## config.mk

```make
export PLATFORM = sky130hd
export DESIGN_NAME = uart_rx_cfg
export DESIGN_NICKNAME = d
export VERILOG_FILES = /design/src/rtl/uart_rx_cfg_pkg.sv /design/src/rtl/uart_rx_cfg_sync2.sv /design/src/rtl/uart_rx_cfg.sv
export SDC_FILE = /design/constraint.sdc
export NUM_CORES = 1
export LEC_CHECK = 0
export ABC_AREA = 1
export BUFFER_PORTS_ARGS = -buffer_cell sky130_fd_sc_hd__buf_2
export CORE_UTILIZATION = 40
export DETAILED_ROUTE_END_ITERATION = 6
export PLACE_DENSITY_LB_ADDON = 0.3
export SLEW_MARGIN = 20
export SYNTH_ARGS = -nofsm -noshare
export SYNTH_HDL_FRONTEND = slang
export SYNTH_HIERARCHICAL = 1
export SYNTH_SLANG_ARGS = --single-unit
```

## constraint.sdc

```tcl
create_clock -name i_clk -period 1.85 [get_ports i_clk]
set_input_delay 0.185 -clock i_clk [delete_from_list [all_inputs] [get_ports i_clk]]
set_output_delay 0.185 -clock i_clk [all_outputs]
set_load 0.05 [all_outputs]
```

## src/rtl/uart_rx_cfg_pkg.sv

```systemverilog
// Shared definitions for the configurable UART receiver and its companion
// transmitter.
//   state_t  : one-hot FSM state encodings
//   PAR_EVEN : parity mode selector value for even parity
//   PAR_ODD  : parity mode selector value for odd parity
package uart_rx_cfg_pkg;

    typedef enum logic [6:0] {
        IDLE      = 7'b000_0001,
        START     = 7'b000_0010,
        DATA      = 7'b000_0100,
        PARITY    = 7'b000_1000,
        STOP      = 7'b001_0000,
        EMIT      = 7'b010_0000,
        WAIT_IDLE = 7'b100_0000
    } state_t;

    localparam logic PAR_EVEN = 1'b0;
    localparam logic PAR_ODD  = 1'b1;

endpackage

```

## src/rtl/uart_rx_cfg_sync2.sv

```systemverilog
// Two-flop synchroniser for asynchronous inputs.
//   clk      : destination clock
//   reset    : synchronous, active-high; loads RESET_VAL into both stages
//   async_in : asynchronous input
//   sync_out : synchronised output, two clocks of latency
module uart_rx_cfg_sync2 #(
    parameter int               WIDTH     = 1,
    parameter logic [WIDTH-1:0] RESET_VAL = '1
) (
    input  logic             clk,
    input  logic             reset,
    input  logic [WIDTH-1:0] async_in,
    output logic [WIDTH-1:0] sync_out
);

    logic [WIDTH-1:0] meta;

    always_ff @(posedge clk) begin
        if (reset) begin
            meta     <= RESET_VAL;
            sync_out <= RESET_VAL;
        end else begin
            meta     <= async_in;
            sync_out <= meta;
        end
    end

endmodule

```

## src/rtl/uart_rx_cfg.sv

```systemverilog
// Configurable UART receiver: NB_DATA data bits (LSB first), optional
// even/odd parity, 1 or 2 stop bits, mid-bit sampling from an oversampling
// tick.
//   i_clk        : system clock
//   i_reset      : synchronous, active-high reset
//   i_tick       : one-cycle enable at baud * N_OVERSAMPLE
//   i_rx_data    : asynchronous serial line, idle high
//   o_data       : last received word, held until the next o_valid
//   o_valid      : one-cycle pulse per completed frame
//   o_parity_err : parity mismatch, qualified by o_valid
//   o_frame_err  : a stop bit sampled low, qualified by o_valid
//   o_busy       : high whenever the FSM is not in IDLE
//
// state     | meaning
// IDLE      | line idle, waiting for a low sample on a tick
// START     | timing to the middle of the start bit, glitch rejection
// DATA      | sampling NB_DATA data bits at mid-bit
// PARITY    | sampling the parity bit
// STOP      | sampling NB_STOP stop bits
// EMIT      | one clock, o_valid high with word and error flags
// WAIT_IDLE | after a framing error, wait for the line to return high
module uart_rx_cfg
    import uart_rx_cfg_pkg::*;
#(
    parameter int NB_DATA      = 8,
    parameter int N_OVERSAMPLE = 16,
    parameter int PARITY_EN    = 0,
    parameter int PARITY_ODD   = 0,
    parameter int NB_STOP      = 1
) (
    input  logic               i_clk,
    input  logic               i_reset,
    input  logic               i_tick,
    input  logic               i_rx_data,
    output logic [NB_DATA-1:0] o_data,
    output logic               o_valid,
    output logic               o_parity_err,
    output logic               o_frame_err,
    output logic               o_busy
);

    localparam int TW = $clog2(N_OVERSAMPLE);
    localparam int BW = $clog2(NB_DATA + 1);

    localparam logic [TW-1:0] TICK_MID  = TW'(N_OVERSAMPLE / 2 - 1);
    localparam logic [TW-1:0] TICK_LAST = TW'(N_OVERSAMPLE - 1);
    localparam logic [BW-1:0] DATA_LAST = BW'(NB_DATA - 1);
    localparam logic [BW-1:0] STOP_LAST = BW'(NB_STOP - 1);
    localparam logic          PAR_MODE  = (PARITY_ODD != 0) ? PAR_ODD : PAR_EVEN;

    state_t               state, state_next;
    logic [TW-1:0]        tick_cnt, tick_cnt_next;
    logic [BW-1:0]        bit_cnt, bit_cnt_next;
    logic [NB_DATA-1:0]   shreg, shreg_next;
    logic [NB_DATA-1:0]   data_q, data_next;
    logic                 par_latch, par_latch_next;
    logic                 frm_latch, frm_latch_next;
    logic                 perr_q, perr_next;
    logic                 ferr_q, ferr_next;
    logic                 rxs;
    logic                 mid_bit;

    uart_rx_cfg_sync2 #(
        .WIDTH     (1),
        .RESET_VAL (1'b1)
    ) u_sync (
        .clk      (i_clk),
        .reset    (i_reset),
        .async_in (i_rx_data),
        .sync_out (rxs)
    );

    assign mid_bit = i_tick && (tick_cnt == TICK_LAST);

    always_ff @(posedge i_clk) begin
        if (i_reset) begin
            state     <= IDLE;
            tick_cnt  <= '0;
            bit_cnt   <= '0;
            shreg     <= '0;
            data_q    <= '0;
            par_latch <= 1'b0;
            frm_latch <= 1'b0;
            perr_q    <= 1'b0;
            ferr_q    <= 1'b0;
        end else begin
            state     <= state_next;
            tick_cnt  <= tick_cnt_next;
            bit_cnt   <= bit_cnt_next;
            shreg     <= shreg_next;
            data_q    <= data_next;
            par_latch <= par_latch_next;
            frm_latch <= frm_latch_next;
            perr_q    <= perr_next;
            ferr_q    <= ferr_next;
        end
    end

    // Word and flags are loaded on the final stop sample so they are already
    // stable in the EMIT cycle, where o_valid is high; the flags clear as EMIT
    // is left.
    always_comb begin
        state_next     = state;
        tick_cnt_next  = tick_cnt;
        bit_cnt_next   = bit_cnt;
        shreg_next     = shreg;
        data_next      = data_q;
        par_latch_next = par_latch;
        frm_latch_next = frm_latch;
        perr_next      = 1'b0;
        ferr_next      = 1'b0;

        case (state)
            IDLE: begin
                if (i_tick && !rxs) begin
                    state_next    = START;
                    tick_cnt_next = '0;
                end
            end
            START: begin
                if (i_tick) begin
                    if (tick_cnt == TICK_MID) begin
                        if (rxs) begin
                            state_next = IDLE;
                        end else begin
                            state_next    = DATA;
                            tick_cnt_next = '0;
                            bit_cnt_next  = '0;
                        end
                    end else begin
                        tick_cnt_next = tick_cnt + TW'(1);
                    end
                end
            end
            DATA: begin
                if (mid_bit) begin
                    tick_cnt_next = '0;
                    for (int i = 0; i < NB_DATA; i++) begin
                        if (bit_cnt == BW'(i)) shreg_next[i] = rxs;
                    end
                    bit_cnt_next = bit_cnt + BW'(1);
                    if (bit_cnt == DATA_LAST) begin
                        bit_cnt_next = '0;
                        state_next   = (PARITY_EN != 0) ? PARITY : STOP;
                    end
                end else if (i_tick) begin
                    tick_cnt_next = tick_cnt + TW'(1);
                end
            end
            PARITY: begin
                if (mid_bit) begin
                    tick_cnt_next  = '0;
                    bit_cnt_next   = '0;
                    par_latch_next = ((^shreg) ^ rxs) != PAR_MODE;
                    state_next     = STOP;
                end else if (i_tick) begin
                    tick_cnt_next = tick_cnt + TW'(1);
                end
            end
            STOP: begin
                if (mid_bit) begin
                    tick_cnt_next = '0;
                    if (!rxs) frm_latch_next = 1'b1;
                    bit_cnt_next = bit_cnt + BW'(1);
                    if (bit_cnt == STOP_LAST) begin
                        bit_cnt_next   = '0;
                        state_next     = EMIT;
                        data_next      = shreg;
                        perr_next      = par_latch;
                        ferr_next      = frm_latch | ~rxs;
                        par_latch_next = 1'b0;
                        frm_latch_next = 1'b0;
                    end
                end else if (i_tick) begin
                    tick_cnt_next = tick_cnt + TW'(1);
                end
            end
            EMIT: begin
                // A framing error usually means a break; hold off until the
                // line is seen high so a held-low line yields one frame only.
                state_next = ferr_q ? WAIT_IDLE : IDLE;
            end
            WAIT_IDLE: begin
                if (i_tick && rxs) state_next = IDLE;
            end
            default: begin
                state_next = IDLE;
            end
        endcase
    end

    assign o_data       = data_q;
    assign o_valid      = (state == EMIT);
    assign o_parity_err = perr_q;
    assign o_frame_err  = ferr_q;
    assign o_busy       = (state != IDLE);

endmodule

```

Word-level counts from Yosys, hierarchy flattened
Index checks and enable logic that the tools add are counted.
{"block": "classes", "n_shift": 0, "n_lt_le_gt_ge": 0, "n_div": 0, "muxes": 33, "addsub": 2, "n_reduce_logical": 25, "multipliers": 0, "eq_ne": 30, "bitwise": 6}
{"op": "$mux W7", "n": 10}
{"op": "$mux W4", "n": 13}
{"op": "$pmux W7 S7", "n": 1}
{"op": "$reduce_and A3 Y1", "n": 10}
{"op": "$ne A2 B2 Y1 const B", "n": 11}
{"op": "$eq A4 B3 Y1 const B", "n": 5}
{"op": "$pmux W4 S4", "n": 1}
{"op": "$pmux W4 S3", "n": 1}
{"op": "$reduce_and A9 Y1", "n": 1}
{"op": "$add A4 B1 Y4 const B", "n": 2}
{"op": "$eq A4 B2 Y1 const B", "n": 2}
{"op": "$reduce_xor A8 Y1", "n": 1}
{"op": "$eq A7 B1 Y1 const B", "n": 1}
{"op": "$eq A7 B2 Y1 const B", "n": 1}
{"op": "$eq A7 B3 Y1 const B", "n": 1}
{"op": "$eq A7 B4 Y1 const B", "n": 1}
{"op": "$eq A7 B5 Y1 const B", "n": 1}
{"op": "$eq A7 B6 Y1 const B", "n": 1}
{"op": "$eq A7 B7 Y1 const B", "n": 1}
{"op": "$ne A7 B1 Y1 const B", "n": 1}
{"op": "$reduce_and A7 Y1", "n": 1}
{"op": "$mux W1", "n": 5}
{"op": "$reduce_and A5 Y1", "n": 1}
{"op": "$eq A4 B1 Y1 const B", "n": 1}
{"op": "17 further kinds", "n": 22}
{"block": "word_totals", "mem_bits_ro": 0, "mem_bits_rw": 0, "n_memories": 0, "in_bits": 4, "latch_bits": 0, "register_bits": 37, "wordCells": 114}

Logic depth before layout (Yosys ltp)
{"block": "logic_depth", "ltp_word": 4, "ltp_mapped": 11, "depth_no_buf": 11}

By module
Netlist, hierarchy kept.
{"module": "uart_rx_cfg", "area_each_um2": 1794.2, "seq_area_each_um2": 680.7, "cells_per_inst": 246, "instances": 1}
{"module": "uart_rx_cfg_sync2", "area_each_um2": 58.8, "seq_area_each_um2": 40.0, "cells_per_inst": 7, "instances": 1}

Least setup slack after synthesis
Ideal clock, no wire load.
{"block": "synth_path", "kind": "register to register", "from": "register state[2]", "to": "register tick_cnt[0]", "t_required_ps": 1736, "slack_ps": 165, "arrival_ps": 1571, "period_less_slack_ps": 1685, "path_stages_with_launch": 7, "path_buffers": 0, "path_cell_list": "dfxtp_1 > nor2_2 > nand3_1 > nand3_2 > nand3_2 > a21oi_1 > nor2_1"}
{"block": "synth_via", "elab_chain_cells": 4, "elab_cells_between_ends": 13}
{"element": "start: declaration", "line": "uart_rx_cfg.sv:51", "source": "state_t state, state_next;"}
{"element": "start signal: assignment", "line": "uart_rx_cfg.sv:87", "source": "state <= state_next;"}
{"element": "$eq A7 B5 Y1, or another cell as far along", "line": "uart_rx_cfg.sv:113", "source": "case (state)"}
{"element": "$reduce_or A3 Y1 (no source line)"}
{"element": "$ne A3 B1 Y1 (no source line) / $reduce_bool A3 Y1 (equally long branches)"}
{"element": "$reduce_and A5 Y1 (no source line)"}
{"element": "end signal: assignment", "line": "uart_rx_cfg.sv:88", "source": "tick_cnt <= tick_cnt_next;"}
{"element": "end: declaration", "line": "uart_rx_cfg.sv:52", "source": "logic [TW-1:0] tick_cnt, tick_cnt_next;"}
Parallel ways exist; a longest one is shown, timed or not.
A chain may end at the register's enable or synchronous reset.

Worst setup path after layout
{"block": "layout_path", "from": "register tick_cnt[0]", "to": "register data_q[5] (netlist: o_data[5])"}
{"block": "layout_via", "elab_chain_cells": 3}
{"element": "$eq A4 B4 Y1", "line": "uart_rx_cfg.sv:73", "source": "assign mid_bit = i_tick && (tick_cnt == TICK_LAST);"}
{"element": "$logic_and A1 B1 Y1", "line": "uart_rx_cfg.sv:73"}
{"element": "$reduce_and A3 Y1 (no source line)"}
{"element": "end signal: assignment", "line": "uart_rx_cfg.sv:91", "source": "data_q <= data_next;"}
{"element": "end: declaration", "line": "uart_rx_cfg.sv:55", "source": "logic [NB_DATA-1:0] data_q, data_next;"}
Every way passes these cells.

==> out/metrics.cfg <==
[run_status]
status = completed

[critical_path]
cp_slowest_stage_delay_ns = 0.38
critical_path_buf_inv_count = 1
worstReg2RegStart = tick_cnt[0]
critPathCaptureType = flip-flop
r2r_setup_slack_ns = 0.18
criticalPathCategory = reg -> reg
endpoint = o_data[5]
crit_arrival_ns = 1.88
crit_slowest_cell = dfxtp_1
r2r_cells = 7
worstReg2RegEnd = o_data[5]
cp.depth = 7
worstPathRequired_ns = 2.06
crit_fanout = 10
path_cells = ha_1 -> nand2_2 -> clkinv_2 -> nand3_4 -> nor3_2 -> nand2_1 -> o22ai_1
start_kind = flip-flop
worst_path_dominant_cell_family = simple AND/OR/NAND/NOR gates
crit_start = tick_cnt[0]

[clock_network]
clkLatencyLatePin_ns = 0.29
cts.repair.resized = 0
ctsHoldBuffers = 0
cts_sinks = 36
cts_tree = done
root_buffer = clkbuf_8
clockBufferDepth = 2
cts.clk_slew.worst_paths_ns = 0.07
cts_buffers = 5
cts-htree-levels = 2
post-cts-setup-buffers = 0

[die]
initial_utilization = 0.420
fp.dieW_um = 70.1
row_count = 24
ios = 16
die-area_um2 = 4910
core_um2 = 4410
dieHeight_um = 70.1

[yosys]
synth_top_family_by_area = simple AND/OR/NAND/NOR gates
synth_edf_count = 0
syn_avg_cell_area_um2 = 7.32
synth_cell_type_count = 29
synth_xor_xnor_area_share = 0.00945
synth_nets = 262
synthMuxAreaShare = 0
ys_dominant_reg_cell = dfxtp_1
synth_compound_gate_area_share = 0.124
synthAdderAreaFrac = 0.0338
synth-simple-area-share = 0.333
synth-seq-area-share = 0.389
ys_warn_count = 6
ys_ff_latch = 36
synth-async-reset-ratio = 0
syn_area_um2 = 1850
synth_cells = 253

[sta]
hold_viol_final = 0
final_max_slew_viol_count = 0
post-route-worst-setup-slack_ns = 0.182
period_share = 0.901
tightest_slew_ns = 0.401
layout_min_cycle_time_ns = 1.67
tns_ns = 0
setup_viol = 0
slew-limit-headroom = 0.732
skew_ns = 0.00603
rsz0062_at_grt = no
fmax_mhz = 600

[placed_design]
place.gp.congestion = 0.807
portBuffers = 15
dpl.cell_count = 318
hpwl_um = 2800
pre_cts_slack_ns = 0.225

[routing]
drtIter0Drc = 66
drtAntennaViolNets = 0
dr.pass1.iters = 4
wl_um = 3710
vias_per_cell = 4.85
routedWlPerCell_um = 11.4
drc = 0
vias = 1580

[min_path]
min_from = i_rx_data
hold_class = in -> reg

[run]
cap_violations = 0

[pwr]
ir_drop_uv = 505
p_per_area_nw_per_um2 = 1110
power_leakage_uw = 0.000933
p_total_uw = 2330

[grt]
grt_pass1_vias = 1397
grt_util_all_layers = 0.167
antenna_found_initial = 0
grt_max_degree = 17
grt_pass1_wl_um = 6360
grt-ovfl-total = 0

[cells_and_area]
drive_above_1_share = 0.223
diodes = 0
instances_no_fill = 326
fin_util = 0.475
fill_cells = 450
area_growth_pct = 13.1
fin_nets = 282

area by class of cell:
class                   count  area (um^2)  area share
clock buffers               6         72.6      0.0346
flip-flops and latches     36          721       0.344
repair buffers             17         90.1      0.0430
well taps                  52         65.1      0.0310
multi-input cells         164          927       0.442
clock inverters             2         35.0      0.0167
inverters                  49          185      0.0884
per-layer routing:
metal	routed length, um	GRT usage	vias to the layer above
met4	82	0.0800	0
li1	-	-	848
met3	142	0.0346	8
met5	0	0	-
met1	1860	0.222	690
met2	1630	0.257	34
through the flow:
step | area, um^2 | hold slack, ns
after floorplan | 1850 | 0.277
after global placement | 1990 | 0.368
after detailed placement | 1990 | 0.367
after CTS | 2100 | 0.0632
after global routing | 2100 | 0.0846
final | 2100 | 0.0716
where the power goes:
part	internal (uW)	total, uW	switching [uW]
sequential	828	888	59.3
combinational	240	773	533
clock	400	671	272
layout by cell type, fill, tap and decap left out, types with 8 or more instances in the layout:
cell type | synthesis | layout
o21ai_0 | 12 | 12
nand3_1 | 19 | 19
a21oi_1 | 18 | 18
dfxtp_1 | 36 | 36
inv_1 | 41 | 41
nor2_1 | 23 | 23
o22ai_1 | 8 | 8
nand2_1 | 39 | 39
buf_2 | 1 | 15
flip-flops by register name, indices dropped and copies added (netlist names):
name	flops
o_data	8
shreg	8
state	6
bit_cnt	4
tick_cnt	4
frm_latch	1
o_frame_err	1
o_parity_err	1
par_latch	1
u_sync/meta	1
u_sync/sync_out	1
cell usage after synthesis (3+ instances only):
| master | instances | area share |
|---|---|---|
| nand3_1 | 19 | 0.051 |
| nand2_2 | 7 | 0.024 |
| inv_2 | 7 | 0.014 |
| nand4_1 | 7 | 0.024 |
| nor2_2 | 7 | 0.024 |
| o22ai_1 | 8 | 0.027 |
| inv_1 | 41 | 0.083 |
| nor2_1 | 23 | 0.047 |
| o21ai_0 | 12 | 0.032 |
| nor2_4 | 4 | 0.024 |
| a21oi_1 | 18 | 0.049 |
| dfxtp_1 | 36 | 0.39 |
| ha_1 | 5 | 0.034 |
| nand2_1 | 39 | 0.079 |
| nand3_2 | 3 | 0.016 |
worst min path at each step:
stage	endpoint	cells after the start	slack, ns
2_1_floorplan	u_sync/meta	2	0.28
4_1_cts	u_sync/meta	3	0.06
6_report	u_sync/meta	3	0.07
5_1_grt	u_sync/meta	3	0.08
3_3_place_gp	u_sync/meta	3	0.37
3_5_place_dp	u_sync/meta	3	0.37
cells by family (layout without fill, tap and decap cells):
logic type / count (synthesis) / count (layout)
adder cells (fa/ha/maj): 5 / 5
AND/OR/NAND/NOR: 115 / 115
AO/OA/AOI/OAI: 42 / 42
XOR/XNOR: 2 / 2
flip-flops: 36 / 36
buffers and inverters: 53 / 74
tightest hold or removal path: stages:
cell	delay, ns
buf_2	0.07
inv_1	0.03
nand2_1	0.04
(Power assumes the default switching activity.)
